**config.mk**
```make
export PLATFORM = sky130hd
export DESIGN_NAME = alarm_input_conditioner
export DESIGN_NICKNAME = d
export VERILOG_FILES = /design/src/rtl/alarm_input_conditioner_pkg.sv /design/src/rtl/alarm_input_conditioner_debounce_chan.sv /design/src/rtl/alarm_input_conditioner.sv
export SDC_FILE = /design/constraint.sdc
export NUM_CORES = 1
export LEC_CHECK = 0
export ABC_AREA = 1
export CELL_PAD_IN_SITES_DETAIL_PLACEMENT = 0
export CELL_PAD_IN_SITES_GLOBAL_PLACEMENT = 2
export CORE_ASPECT_RATIO = 1.4
export CORE_MARGIN = 4
export CORE_UTILIZATION = 37
export CTS_BUF_LIST = sky130_fd_sc_hd__clkbuf_4 sky130_fd_sc_hd__clkbuf_8
export DETAILED_ROUTE_END_ITERATION = 16
export GPL_TIMING_DRIVEN = 0
export PLACE_DENSITY = 0.87
export SETUP_SLACK_MARGIN = 0.05
export SYNTH_ARGS = -nofsm -noshare
export SYNTH_HDL_FRONTEND = slang
export SYNTH_SLANG_ARGS = --single-unit
```
**constraint.sdc**
```tcl
create_clock -name clk -period 1.1 [get_ports clk]
set_input_delay 0.33 -clock clk [delete_from_list [all_inputs] [get_ports clk]]
set_output_delay 0.33 -clock clk [all_outputs]
set_load 0.01 [all_outputs]
```
**src/rtl/alarm_input_conditioner_pkg.sv**
```systemverilog
// Shared types and defaults for the alarm controller input front end.
package alarm_pkg;

    // Debounce FSM states. db is low in the first two states and high in the last two.
    typedef enum logic [1:0] {
        LOW_STABLE  = 2'b00,
        RISE_CHK    = 2'b01,
        HIGH_STABLE = 2'b10,
        FALL_CHK    = 2'b11
    } deb_state_t;

    localparam int DEB_CYCLES_DEFAULT = 4;

endpackage

```
**src/rtl/alarm_input_conditioner_debounce_chan.sv**
```systemverilog
// One input channel: 2-flop synchronizer followed by a debounce FSM.
// A level change is accepted only after DEB_CYCLES consecutive synchronized
// samples at the new level; any bounce restarts the count from scratch.
// rise is a combinational strobe that is high in the cycle whose closing
// edge moves db from 0 to 1, so a register fed by it lines up with db.
import alarm_pkg::*;

module debounce_chan #(
    parameter int DEB_CYCLES = DEB_CYCLES_DEFAULT
) (
    input  logic clk,
    input  logic reset,
    input  logic raw,
    output logic db,
    output logic rise
);

    localparam int              DEB_W    = $clog2(DEB_CYCLES) + 1;
    localparam logic [DEB_W-1:0] CNT_LAST = DEB_W'(DEB_CYCLES - 1);
    localparam logic [DEB_W-1:0] CNT_ONE  = DEB_W'(1);

    logic             s1;
    logic             s2;
    deb_state_t       state;
    logic [DEB_W-1:0] cnt;

    // Bring the asynchronous raw input into the clk domain.
    always_ff @(posedge clk or posedge reset) begin
        if (reset) begin
            s1 <= 1'b0;
            s2 <= 1'b0;
        end else begin
            s1 <= raw;
            s2 <= s1;
        end
    end

    // Debounce FSM: the counter tracks how many consecutive samples disagree with db.
    always_ff @(posedge clk or posedge reset) begin
        if (reset) begin
            state <= LOW_STABLE;
            cnt   <= '0;
            db    <= 1'b0;
        end else begin
            case (state)
                LOW_STABLE: begin
                    if (s2) begin
                        state <= RISE_CHK;
                        cnt   <= CNT_ONE;
                    end
                end
                RISE_CHK: begin
                    if (!s2) begin
                        state <= LOW_STABLE;
                        cnt   <= '0;
                    end else if (cnt == CNT_LAST) begin
                        state <= HIGH_STABLE;
                        db    <= 1'b1;
                        cnt   <= '0;
                    end else begin
                        cnt <= cnt + CNT_ONE;
                    end
                end
                HIGH_STABLE: begin
                    if (!s2) begin
                        state <= FALL_CHK;
                        cnt   <= CNT_ONE;
                    end
                end
                FALL_CHK: begin
                    if (s2) begin
                        state <= HIGH_STABLE;
                        cnt   <= '0;
                    end else if (cnt == CNT_LAST) begin
                        state <= LOW_STABLE;
                        db    <= 1'b0;
                        cnt   <= '0;
                    end else begin
                        cnt <= cnt + CNT_ONE;
                    end
                end
                default: begin
                    state <= LOW_STABLE;
                    db    <= 1'b0;
                    cnt   <= '0;
                end
            endcase
        end
    end

    // High exactly when the next edge completes an accepted rising change.
    assign rise = (state == RISE_CHK) && s2 && (cnt == CNT_LAST);

endmodule

```
**src/rtl/alarm_input_conditioner.sv**
```systemverilog
// Alarm controller front end: conditions the raw remote-control and sensor
// inputs so the controller can consume everything on clk. cr becomes a
// one-cycle pulse per debounced press; sensors become debounced levels.
import alarm_pkg::*;

module alarm_input_conditioner #(
    parameter int DEB_CYCLES = DEB_CYCLES_DEFAULT
) (
    input  logic clk,
    input  logic reset,
    input  logic cr,
    input  logic sm,
    input  logic sp,
    input  logic sj,
    output logic cr_pulse,
    output logic sm_db,
    output logic sp_db,
    output logic sj_db,
    output logic sensor_any
);

    logic cr_rise;
    logic unused_cr_db;
    logic unused_sm_rise;
    logic unused_sp_rise;
    logic unused_sj_rise;

    debounce_chan #(.DEB_CYCLES(DEB_CYCLES)) u_cr (
        .clk   (clk),
        .reset (reset),
        .raw   (cr),
        .db    (unused_cr_db),
        .rise  (cr_rise)
    );

    debounce_chan #(.DEB_CYCLES(DEB_CYCLES)) u_sm (
        .clk   (clk),
        .reset (reset),
        .raw   (sm),
        .db    (sm_db),
        .rise  (unused_sm_rise)
    );

    debounce_chan #(.DEB_CYCLES(DEB_CYCLES)) u_sp (
        .clk   (clk),
        .reset (reset),
        .raw   (sp),
        .db    (sp_db),
        .rise  (unused_sp_rise)
    );

    debounce_chan #(.DEB_CYCLES(DEB_CYCLES)) u_sj (
        .clk   (clk),
        .reset (reset),
        .raw   (sj),
        .db    (sj_db),
        .rise  (unused_sj_rise)
    );

    // Register the cr rising strobe so the pulse lands on the same edge cr db goes high.
    always_ff @(posedge clk or posedge reset) begin
        if (reset) begin
            cr_pulse <= 1'b0;
        end else begin
            cr_pulse <= cr_rise;
        end
    end

    assign sensor_any = sm_db | sp_db | sj_db;

endmodule

```
==> impl_metrics.env, run 1 <==
export IMPL_skew_ps=2.848
export IMPL_postRouteAntennaNets=0
export IMPL_tritoncts="built"
export IMPL_dp_hpwl_um=1730
export IMPL_drive_above_1_share=0.3387
export IMPL_synth_common_cells="nand2_1 (34), dfrtp_1 (32), inv_1 (21)"
export IMPL_diodes=0
export IMPL_status="complete, but fails checks"
export IMPL_layout_setup_ws_ps=-389.2
export IMPL_hold_violations=0
export IMPL_cts_buffer_depth=2
export IMPL_numCtsBuffers=5
export IMPL_num_rows=26
export IMPL_slew_headroom=0.5486
export IMPL_avgRoutedWirePerCell_um=11.35
export IMPL_synth_largest_area_cell="dfrtp_1"
export IMPL_die_height_um=81.14
export IMPL_worstSetupPathType="reg2out"
export IMPL_critPathMaxFanout=2
export IMPL_r2r_start="u_sm.cnt[1]"
export IMPL_htree_num_levels=2
export IMPL_setup_tns_ps=-833.6
export IMPL_die_x_um=60.25
export IMPL_min_period_ps=1489
export IMPL_r2r_slack_ps=60
export IMPL_async_reset_ff_frac=1.000
export IMPL_grt_pass1_vias=1046
export IMPL_clock_tree_root_cell="clkbuf_8"
export IMPL_area_delta_synth_final_pct=29.82
export IMPL_yosysWarningCount=0
export IMPL_hold_class="reg2reg"
export IMPL_power_mw=4.437
export IMPL_arrival_ps=1160
export IMPL_dieArea_um2=4888
export IMPL_overflow=0
export IMPL_via_per_inst=4.829
export IMPL_track_usage=0.1243
export IMPL_synth_most_common_cell="nand2_1"
export IMPL_dp_cells=208
export IMPL_seq_area_frac_synth=0.5664
export IMPL_drt_iter0_markers=38
export IMPL_finish_instance_area_um2=1836
export IMPL_rsz0062_at_grt="yes"
export IMPL_path_clk_slew_ps=60
export IMPL_crit_path_end_kind="output pin"
export IMPL_hp_start="u_sj.s1"
export IMPL_hold_slack_ps=352.2
export IMPL_drt_first_pass_iters=4
export IMPL_reg2reg_depth=6
export IMPL_ios=11
export IMPL_syn_nets=166
export IMPL_ys_flop_type="dfrtp_1"
export IMPL_grt_pass1_wl_um=4491
export IMPL_antenna_found_initial=0
export IMPL_ys_types=18
export IMPL_place_ws_ps=-704.8
export IMPL_grt_max_degree=33
export IMPL_hold_path_end="u_sj.s2"
export IMPL_worstSkewPairLatency_ps=280
export IMPL_syn_area_um2=1414
export IMPL_start_util=0.3846
export IMPL_start_kind="flip-flop"
export IMPL_peakVddDrop_mv=1.276
export IMPL_finalNonFillerCells=228
export IMPL_fillCellCount=348
export IMPL_utilization=0.4993
export IMPL_gp_congestion=0.7696
export IMPL_synth_edf_count=0
export IMPL_wirelength_um=2588
export IMPL_nNetsFinal=195
export IMPL_vias=1101
export IMPL_drc_errors=0
export IMPL_synth_seq_cells=32
export IMPL_crit_required_ps=770
export IMPL_p_per_area_nw_per_um2=2417
export IMPL_violations="setup timing"
export IMPL_dpl_cell_area_um2=1572
export IMPL_r2r_end="u_sm.db"
export IMPL_avgSynthCellArea_um2=9.063
export IMPL_synthCells=156
export IMPL_core_um2=3676
export IMPL_power_leakage_nw=0.8792
export IMPL_slew_viol_final=0
export IMPL_ys_top_cells_by_area="dfrtp_1 (57%), nand2_1 (9.0%), nand3_1 (5.7%)"
export IMPL_port_buffers=10
export IMPL_ctsHoldBuffers=0
export IMPL_period_share=1.354
export IMPL_worstHoldPathCells=0
export IMPL_cap_violations=0
export IMPL_fmax_ghz=0.6715
export IMPL_setup_violations=5
export IMPL_yosys_area_top_type_share=0.5664
export IMPL_cts_sinks=32
export IMPL_worst_pin_slew_ps=675.7
## cell usage in the layout (no fill, tap or decap)
cell type | Yosys | final
nor2_2 | 1 | 3
inv_1 | 21 | 13
nor2_1 | 12 | 9
clkinvlp_4 | 0 | 1
or3_4 | 0 | 1
buf_6 | 0 | 5
nand4_1 | 7 | 7
nand3_2 | 2 | 1
nor4_2 | 1 | 1
ha_2 | 0 | 2
nand3b_1 | 1 | 1
nor2_4 | 2 | 3
clkbuf_8 | 0 | 6
o21ai_0 | 10 | 2
buf_4 | 0 | 11
o21ai_1 | 2 | 8
o21ai_2 | 0 | 2
dfrtp_2 | 0 | 1
nand2_1 | 34 | 30
nand3_1 | 16 | 16
dfrtp_1 | 32 | 31
buf_2 | 0 | 1
inv_2 | 4 | 11
nand2_4 | 0 | 1
nand3_4 | 0 | 1
a31oi_1 | 1 | 1
ha_4 | 0 | 2
clkdlybuf4s50_1 | 0 | 5
clkinv_2 | 0 | 2
nand2_2 | 5 | 8
## power breakdown
group	leakage, nW	switching [mW]	total [mW]	internal (mW)
Sequential	0.395	0.340	1.86	1.52
Clock	0.0510	0.405	0.903	0.498
Combinational	0.433	0.846	1.68	0.832
## area by class of cell
cell class / instances / area (um2) / share of cell area
inverter: 25 / 97.59 / 0.05317
timing repair buffer: 22 / 193.9 / 0.1057
clock buffer: 6 / 82.58 / 0.04499
multi-input combinational: 99 / 596.8 / 0.3252
clock inverter: 2 / 10.01 / 0.005453
tap: 42 / 52.55 / 0.02863
sequential: 32 / 802.0 / 0.4369
## worst max-delay path, stage by stage (launching register included)
cell and delay, ps:
dfrtp_1 380, or3_4 380, buf_6 130
## worst max path at each step
stage	start	endpoint	slack (ps)	depth (start not counted)
CTS	u_sj.db	sensor_any	-410	2
finish	u_sj.db	sensor_any	-390	2
detailed placement	reset	async pin	-700	2
floorplan	u_sj.db	sensor_any	-40	1
global route	u_sj.db	sensor_any	-430	2
global placement	reset	async pin	-640	2
## kinds of logic after synthesis
| kind of cell | count (synthesis) | synth area share |
|---|---|---|
| buffers and inverters | 25 | 0.06637 |
| adder cells (fa/ha/maj) | 4 | 0.03540 |
| flip-flops | 32 | 0.5664 |
| AND/OR/NAND/NOR | 82 | 0.2850 |
| AO/OA/AOI/OAI | 13 | 0.04691 |
## metal layers
metal  up-vias  global-route usage  share of wire
li1        560                   -              -
met1       515              0.1602           0.45
met2        21              0.1818           0.49
met3         5             0.03816          0.042
met4         0             0.07095          0.020
met5         -                   0              0
## what timing repair did
action | 4_1_cts | 5_1_grt
setup buffers | 5 | 7
cloned | 0 | 0
setup endpoints to repair | 45 | 19
resized for setup | 36 | 24
pin swaps | 0 | 19
Note: power is estimated with default switching activity, not from simulation.
==> inputs of run 2 (changes only) <==
- GPL_TIMING_DRIVEN: 0 -> not set
==> run 2 against run 1 <==
  * The flow still finishes with violations (setup timing)
  * Combinational power increased by 11%
  * Cell count increased by 1.8%
  * Worst setup slack got worse by 7.3 ps
  * Utilization increased by 2.8 points
  * Non-clock buffer count increased by 4
  * Clock power increased by 5.5%
  * Sequential share of layout area decreased by 2.4 points
==> impl_metrics.env, run 2 (synthesis results as in run 1) <==
export IMPL_status="complete, but fails checks"
export IMPL_violations="setup timing"
export IMPL_power_leakage_nw=0.9212
export IMPL_crit_path_end_kind="output pin"
export IMPL_peakVddDrop_mv=1.199
export IMPL_crit_chain="or3_4 -> buf_6"
export IMPL_worstSkewPairLatency_ps=280
export IMPL_fillCellCount=354
export IMPL_vias=1131
export IMPL_cap_violations=0
export IMPL_hold_violations=0
export IMPL_critPathMaxFanout=2
export IMPL_htree_num_levels=2
export IMPL_hold_class="reg2reg"
export IMPL_numCtsBuffers=5
export IMPL_drc_errors=0
export IMPL_start_util=0.3846
export IMPL_num_rows=26
export IMPL_antenna_found_initial=0
export IMPL_layout_setup_ws_ps=-396.5
export IMPL_die_height_um=81.14
export IMPL_track_usage=0.1246
export IMPL_slowest_delay_ps=380
export IMPL_core_um2=3676
export IMPL_fmax_ghz=0.6682
export IMPL_final_cell_mix="dfrtp_1 (32), nand2_1 (31), inv_1 (16), nand3_1 (15), buf_4 (11)"
export IMPL_grt_max_degree=33
export IMPL_cp_slowest_cell="dfrtp_1"
export IMPL_nNetsFinal=199
export IMPL_path_clk_slew_ps=70
export IMPL_place_ws_ps=-455.9
export IMPL_setup_violations=5
export IMPL_slew_headroom=0.8270
export IMPL_avgRoutedWirePerCell_um=11.73
export IMPL_grt_pass1_vias=1123
export IMPL_finalNonFillerCells=232
export IMPL_postRouteAntennaNets=0
export IMPL_wirelength_um=2722
export IMPL_rsz0062_at_grt="yes"
export IMPL_setup_tns_ps=-888.1
export IMPL_ctsHoldBuffers=0
export IMPL_drt_first_pass_iters=4
export IMPL_start_kind="flip-flop"
export IMPL_area_delta_synth_final_pct=36.99
export IMPL_worstSetupPathType="reg2out"
export IMPL_diodes=0
export IMPL_dp_cells=216
export IMPL_skew_ps=9.443
export IMPL_clock_tree_root_cell="clkbuf_8"
export IMPL_slew_viol_final=0
export IMPL_worst_pin_slew_ps=259.6
export IMPL_cts_sinks=32
export IMPL_gp_congestion=0.7940
export IMPL_overflow=0
export IMPL_drt_iter0_markers=23
export IMPL_crit_required_ps=770
export IMPL_dp_hpwl_um=1867
export IMPL_dieArea_um2=4888
export IMPL_arrival_ps=1170
export IMPL_die_x_um=60.25
export IMPL_period_share=1.360
export IMPL_cts_buffer_depth=2
export IMPL_port_buffers=10
export IMPL_ios=11
export IMPL_via_per_inst=4.875
export IMPL_tritoncts="built"
export IMPL_grt_pass1_wl_um=4547
export IMPL_min_period_ps=1497
export IMPL_drive_above_1_share=0.3474
export IMPL_final_common_cell="dfrtp_1"
export IMPL_p_per_area_nw_per_um2=2417
[run 2: cell types whose count changed in the layout (fill, tap and decap cells not counted), sizes merged]
| cell | change |
|---|---|
| buf | +4 |
| clkbuf | +2 |
| clkinv | -2 |
| clkinvlp | -1 |
| inv | +1 |
[run 2: worst paths after layout]
path | start | to | slack (ps) | cells past startpoint
setup / recovery | u_sm.db | sensor_any | -400 | 2
max in group asynchronous | reset | u_sj.s2 | 530 | 3
hold / removal | u_sp.s1 | u_sp.s2 | 340 | 0
setup reg to reg | u_sj.cnt[0] | u_sj.db | 20 | 6
hold reg to reg | u_sp.s1 | u_sp.s2 | 340 | 0
min in group asynchronous | reset | u_cr.cnt[0] | 400 | 3
[run 2: repair_timing]
| action | in CTS | in global routing |
|---|---|---|
| resized for setup | 36 | 34 |
| buffers inserted | 4 | 6 |
| endpoints found under the setup margin | 13 | 21 |
| pin swaps | 7 | 16 |
[run 2: power breakdown]
group / switching [mW] / internal [mW] / total [mW]
Clock: 0.394 / 0.559 / 0.953
Sequential: 0.349 / 1.51 / 1.86
Combinational: 0.900 / 0.966 / 1.87
Total: 1.64 / 3.04 / 4.68
[run 2: layout make-up]
| cell class | count | area (um2) | share of cell area |
|---|---|---|---|
| Sequential cell | 32 | 800.8 | 0.4134 |
| Tap cell | 42 | 52.55 | 0.02713 |
| Clock buffer | 8 | 97.59 | 0.05039 |
| Multi-Input combinational cell | 99 | 635.6 | 0.3282 |
| Inverter | 25 | 96.34 | 0.04974 |
| Timing Repair Buffer | 26 | 254.0 | 0.1311 |
[run 2: routing by layer]
metal / wire length [um] / vias up / global-route usage
met5: 0 / - / 0
met4: 52 / 0 / 0.05987
li1: - / 566 / -
met2: 1450 / 15 / 0.2165
met1: 1100 / 544 / 0.1308
met3: 118 / 6 / 0.04293
[run 2: metrics by stage]
stage	cell area, um2	util	power, mW	hold WS (ps)
2_1_floorplan	1419	-	2.662	331.2
3_3_place_gp	1644	0.4472	3.194	334.8
3_5_place_dp	1644	0.4472	3.253	337.0
4_1_cts	1810	0.4925	4.443	348.0
5_1_grt	1937	0.5269	5.073	358.6
6_report	1937	0.5269	4.681	344.8
[run 2: critical path: cells and delay by family (launching register included)]
kind	cells	cell delay [ps]
buf+inv	1	130
flops	1	380
simple gates	1	380
